### src/rtl/imm_pkg.sv
// Shared widths, limits and the buffered result type for the immediate packer.
package imm_pkg;

   localparam int unsigned IMM_W  = 21;
   localparam int unsigned DATA_W = 32;

   localparam logic [IMM_W-1:0] IMM_MAX = 21'h0FFFFF;
   localparam logic [IMM_W-1:0] IMM_MIN = 21'h100000;

   // One packed result: immediate field plus its overflow flag.
   typedef struct packed {
      logic [IMM_W-1:0] imm;
      logic             ovf;
   } imm_res_t;

endpackage

### src/rtl/imm_fit_check.sv
// Combinational 21-bit fit test and pack of a 32-bit signed value.
// IMM_PACK_SAT_EN: when defined, non-fitting values clamp to IMM_MAX/IMM_MIN
// instead of being truncated.
module imm_fit_check
   import imm_pkg::*;
(
   input  logic [DATA_W-1:0] i_val,
   output imm_res_t          o_res_c
);

   logic w_fit;

   // Fits iff the upper 12 bits are a pure sign extension of bit 20.
   always_comb begin
      w_fit = (&i_val[DATA_W-1:IMM_W-1]) | ~(|i_val[DATA_W-1:IMM_W-1]);
      o_res_c.ovf = ~w_fit;
`ifdef IMM_PACK_SAT_EN
      if (w_fit) begin
         o_res_c.imm = i_val[IMM_W-1:0];
      end else if (i_val[DATA_W-1]) begin
         o_res_c.imm = IMM_MIN;
      end else begin
         o_res_c.imm = IMM_MAX;
      end
`else
      o_res_c.imm = i_val[IMM_W-1:0];
`endif
   end

endmodule

### src/rtl/imm_pack.sv
// Streams 32-bit signed values into 21-bit immediates through a 2-entry
// output skid buffer, with sticky and saturating-count overflow status.
// IMM_PACK_SAT_EN: saturate non-fitting values (see imm_fit_check).
module imm_pack
   import imm_pkg::*;
#(
   parameter int unsigned CNT_W = 16
) (
   input  logic              clk,
   input  logic              rst,
   input  logic              in_valid,
   output logic              in_ready,
   input  logic [DATA_W-1:0] in_val,
   output logic              out_valid,
   input  logic              out_ready,
   output logic [IMM_W-1:0]  out_imm,
   output logic              out_ovf,
   input  logic              clr_ovf,
   output logic              ovf_sticky,
   output logic [CNT_W-1:0]  ovf_count
);

   imm_res_t         w_res;
   imm_res_t         r_out;
   imm_res_t         r_skid;
   imm_res_t         w_out_nxt;
   imm_res_t         w_skid_nxt;
   logic             r_out_valid;
   logic             r_skid_full;
   logic             r_in_ready;
   logic             w_out_valid_nxt;
   logic             w_skid_full_nxt;
   logic             w_in_xfer;
   logic             w_out_xfer;
   logic             w_ovf_evt;
   logic             r_sticky;
   logic [CNT_W-1:0] r_count;
   logic             w_sticky_nxt;
   logic [CNT_W-1:0] w_count_nxt;

   imm_fit_check u_fit (
      .i_val   (in_val),
      .o_res_c (w_res)
   );

   assign w_in_xfer  = in_valid & r_in_ready;
   assign w_out_xfer = r_out_valid & out_ready;
   assign w_ovf_evt  = w_in_xfer & w_res.ovf;

   // Skid buffer next state: refill OUT from input or SKID, park in SKID when stalled.
   always_comb begin
      w_out_nxt       = r_out;
      w_out_valid_nxt = r_out_valid;
      w_skid_nxt      = r_skid;
      w_skid_full_nxt = r_skid_full;
      if (!r_out_valid || (w_out_xfer && !r_skid_full)) begin
         if (w_in_xfer) begin
            w_out_nxt       = w_res;
            w_out_valid_nxt = 1'b1;
         end else begin
            w_out_valid_nxt = 1'b0;
         end
      end else if (!w_out_xfer) begin
         if (w_in_xfer) begin
            w_skid_nxt      = w_res;
            w_skid_full_nxt = 1'b1;
         end
      end else begin
         // SKID full implies in_ready=0, so no new value competes here.
         w_out_nxt       = r_skid;
         w_skid_full_nxt = 1'b0;
      end
   end

   // Overflow status next state; a new event takes priority over a clear.
   always_comb begin
      w_sticky_nxt = r_sticky;
      w_count_nxt  = r_count;
      if (w_ovf_evt) begin
         w_sticky_nxt = 1'b1;
         if (clr_ovf) begin
            w_count_nxt = CNT_W'(1);
         end else if (!(&r_count)) begin
            w_count_nxt = r_count + CNT_W'(1);
         end
      end else if (clr_ovf) begin
         w_sticky_nxt = 1'b0;
         w_count_nxt  = '0;
      end
   end

   // Buffer and status registers; in_ready tracks the next SKID occupancy.
   always_ff @(posedge clk or posedge rst) begin
      if (rst) begin
         r_out       <= '0;
         r_skid      <= '0;
         r_out_valid <= 1'b0;
         r_skid_full <= 1'b0;
         r_in_ready  <= 1'b1;
         r_sticky    <= 1'b0;
         r_count     <= '0;
      end else begin
         r_out       <= w_out_nxt;
         r_skid      <= w_skid_nxt;
         r_out_valid <= w_out_valid_nxt;
         r_skid_full <= w_skid_full_nxt;
         r_in_ready  <= ~w_skid_full_nxt;
         r_sticky    <= w_sticky_nxt;
         r_count     <= w_count_nxt;
      end
   end

   assign in_ready   = r_in_ready;
   assign out_valid  = r_out_valid;
   assign out_imm    = r_out.imm;
   assign out_ovf    = r_out.ovf;
   assign ovf_sticky = r_sticky;
   assign ovf_count  = r_count;

endmodule

### config.mk
export PLATFORM = sky130hd
export DESIGN_NAME = imm_pack
export DESIGN_NICKNAME = d
export VERILOG_FILES = /design/src/rtl/imm_pkg.sv /design/src/rtl/imm_fit_check.sv /design/src/rtl/imm_pack.sv
export SDC_FILE = /design/constraint.sdc
export NUM_CORES = 1
export LEC_CHECK = 0
export ABC_CLOCK_PERIOD_IN_PS = 5930
export BUFFER_PORTS_ARGS = -buffer_cell sky130_fd_sc_hd__buf_2
export CAP_MARGIN = 20
export CORE_UTILIZATION = 55
export CTS_CLUSTER_SIZE = 10
export DETAILED_ROUTE_END_ITERATION = 6
export PLACE_DENSITY = 0.87
export SETUP_SLACK_MARGIN = 0.05
export SYNTH_ARGS = -nofsm -noshare
export SYNTH_HDL_FRONTEND = slang
export SYNTH_HIERARCHICAL = 1
export SYNTH_SLANG_ARGS = --single-unit
### constraint.sdc
create_clock -name clk -period 5.93 [get_ports clk]
set_clock_uncertainty 0.2 [all_clocks]
set_input_delay 1.186 -clock clk [delete_from_list [all_inputs] [get_ports clk]]
set_output_delay 1.186 -clock clk [all_outputs]
set_load 0.05 [all_outputs]
==> results.md <==
- Cell count after synthesis: 264
- Wirelength per Cell: 16.1 um
- Hold buffers post-CTS: 0
- Area enclosed by the die boundary: 0.00620 mm^2
- Pin count of the biggest net entering global routing: 65
- Vias in the first global route: 2360
- Data arrival time of the worst path: 2.95 ns
- Routed length on met1: 2730 um
- H-tree lvl count: 3
- Uppermost signal routing layer after detailed routing: met4
- Sink Count: 64
- Setup TNS: 0 ns
- Clock tree buffer depth: 2
- CP max FO: 7
- Root buf cell: sky130_fd_sc_hd__clkbuf_8
- Amount of wire on met2 after detailed routing: 3290 um
- Die outline height: 78.7 um
- Core area: 0.00561 mm^2
- Finished Cell Area: 0.00374 mm^2
- Synthesis-to-layout area growth: 15.3%
- Kind of capture point of the worst setup path: register
- Global-route wire length before repair: 10900 um
- Antenna violation net count after detailed routing: 0
- Required time reported for the critical path endpoint: 5.94 ns
- Tmin final: 2.94 ns
- Vias per std cell: 5.69
- DP Wirelength: 4280 um
- CTS tree: built
- Average cell area after synthesis: 12.3 um^2
- Status: completed
- Number of nets in the synthesized netlist: 302
- Layout cell share with drive strength beyond 1: 0.544
- Area of combinational cells with multiple inputs: 0.00139 mm^2
- Slew margin rel.: 0.471
- Top post-synthesis cells by area: sky130_fd_sc_hd__dfrtp_1 (49%), sky130_fd_sc_hd__mux2_2 (23%), sky130_fd_sc_hd__buf_4 (5.6%)
- DR vias: 2281
- Post-CTS setup buffer count: 0
- Count leader, synth: sky130_fd_sc_hd__mux2_2
- Number of synthesized register bits: 64
- Async set or reset register ratio after synthesis: 1.00
- Length of routed met3 wiring: 394 um
- Portion of synthesized cell area occupied by the leading cell type: 0.487
- Number of synthesized flops with an enable pin: 0
- Total Routing Usage GR: 0.230
- Sequential cell area: 0.00160 mm^2
- Routability-driven placement congestion ratio: 0.783
- Std-Cell Rows: 27
- Resize count post-CTS: 0
- Share of synthesized area occupied by flip-flops and latches: 0.495
- Total count of max-transition violations in the final report: 0
- Max Fclk: 340 MHz
- Peak supply drop: 0.000337 V
- Length of the first detailed-routing pass in iterations: 4
- Number of inserted diodes: 0
- Kind of start point of the critical path: primary input
- FILL cells: 434
- CTS clk-pin slew, worst paths: 0.07 ns
- Area leader, netlist: sky130_fd_sc_hd__dfrtp_1
- Number of buffers inserted during clock tree synthesis: 9
- Die extent in x: 78.7 um
- Leakage power: 0.00170 uW
- Drt drc: 0
- Count of yosys warnings during synthesis: 6
- Final cycle utilization of the critical path: 0.496
- Remaining Overflow, GRT: 0
- Setup violations, final: 0
- Number of library cell types mapped by synthesis: 46
- Number of instances in the placed design: 385
- Post-Route WL: 6450 um
- Type of the worst min-delay path: register to register
- Post-route insts no fill: 401
- Worst-skew pair later-pin latency: 0.34 ns
- Commonest cells in the netlist: sky130_fd_sc_hd__mux2_2 (67), sky130_fd_sc_hd__dfrtp_1 (63), sky130_fd_sc_hd__buf_4 (24)
- Main synth FF type: sky130_fd_sc_hd__dfrtp_1
- Syn Std Cell Area: 0.00324 mm^2
- I/O pins: 78
- Worst Max-Slew Pin Slew: 0.794 ns
- Initial antenna violation count: 0
- Worst Path Class, Setup: primary input to register
- Hold Vio Cnt, Final: 0
- IO Port Bufs: 77
- Initial DRC Count: 154
- Power per Cell Area: 518 mW/mm^2
- Starting Density: 0.578
- Post-layout nets: 362
- Post-Place Cell Area: 0.00351 mm^2
- Number of maximum-capacitance violations: 0
- RSZ-0062 raised after global routing: no
==> final timing paths <==
path / start / end / slack [ns] / depth (start not counted)
worst max-delay path: in_val[30] / ovf_count[14] / 2.99 / 8
worst min-delay path: out_imm[5] / out_imm[5] / 0.30 / 1
worst max register to register: ovf_count[0] / ovf_count[15] / 3.58 / 5
worst min register to register: out_imm[5] / out_imm[5] / 0.30 / 1
max in group asynchronous: rst / r_skid[14] / 4.14 / 3
min in group asynchronous: rst / ovf_count[9] / 0.87 / 3
==> where the power goes <==
| part | switching, uW | total [uW] | internal [uW] |
|---|---|---|---|
| combinational | 510 | 824 | 313 |
| clock | 166 | 413 | 247 |
| sequential | 92.8 | 698 | 605 |
| total | 769 | 1930 | 1170 |
==> per-layer routing <==
metal / global-route usage / vias to the layer above
met4: 0.0778 / 0
met1: 0.273 / 1133
met5: 0 / -
met2: 0.390 / 67
li1: - / 1075
met3: 0.0793 / 6
==> cells by family after synthesis <==
kind of cell | after synthesis | share of synthesized area
buffers and inverters | 38 | 0.0769
and+or+nand+nor | 64 | 0.134
adders and majority gates | 1 | 0.00386
xor gates and xnor gates | 1 | 0.00270
muxes | 67 | 0.233
AOI/OAI and AO/OA | 29 | 0.0552
DFF | 64 | 0.495
==> through the flow <==
stage | hold slack [ns] | power (uW) | setup slack (ns) | utilization
2_1_floorplan | 0.275 | 1370 | 2.95 | -
3_5_place_dp | 0.287 | 1530 | 2.66 | 0.627
3_3_place_gp | 0.282 | 1510 | 2.76 | 0.627
6_report | 0.301 | 1930 | 2.99 | 0.666
4_1_cts | 0.304 | 1960 | 3.00 | 0.666
5_1_grt | 0.321 | 2040 | 2.78 | 0.666
==> flip-flops by register name, summed over array words and instances, names as in the netlist <==
register,cells
ovf_count,16
r_skid,22
out_imm,21
ovf_sticky,1
out_ovf,1
in_ready,1
r_skid_full,1
out_valid,1
==> placed cells by master (no fill, tap or decap), types with 3 or more instances in the layout <==
cell type	Yosys	final
sky130_fd_sc_hd__buf_2	3	77
sky130_fd_sc_hd__mux2_2	67	67
sky130_fd_sc_hd__dfrtp_1	63	63
sky130_fd_sc_hd__nand4_1	11	11
sky130_fd_sc_hd__clkbuf_8	0	10
sky130_fd_sc_hd__a21oi_1	9	9
sky130_fd_sc_hd__nand2_1	8	8
sky130_fd_sc_hd__o21ai_0	8	8
sky130_fd_sc_hd__inv_1	7	6
sky130_fd_sc_hd__nor4_1	6	6
sky130_fd_sc_hd__nor2_1	5	5
sky130_fd_sc_hd__nor3_1	4	4
sky130_fd_sc_hd__nand3_1	3	3
sky130_fd_sc_hd__and3_1	3	3
sky130_fd_sc_hd__or3_2	3	3
sky130_fd_sc_hd__or3_1	3	3
sky130_fd_sc_hd__a31oi_1	3	3
sky130_fd_sc_hd__buf_4	24	3
==> worst max-delay path: stages <==
cell and delay [ns]:
sky130_fd_sc_hd__buf_2 0.12, sky130_fd_sc_hd__nand4_1 0.10, sky130_fd_sc_hd__nor3_1 0.05, sky130_fd_sc_hd__a31oi_1 0.32
sky130_fd_sc_hd__nand3_1 0.29, sky130_fd_sc_hd__or4_1 0.63, sky130_fd_sc_hd__nor4_1 0.19, sky130_fd_sc_hd__nor3_1 0.08
==> layout make-up <==
class                   instances  share of cell area
inverters                       7             0.00703
flip-flops and latches         64               0.429
clock buffers                  11              0.0378
multi-input cells             162               0.371
repair buffers                 80               0.109
well taps                      72              0.0241
clock inverters                 5              0.0214
No activity file was read; power rests on OpenSTA's default activity.
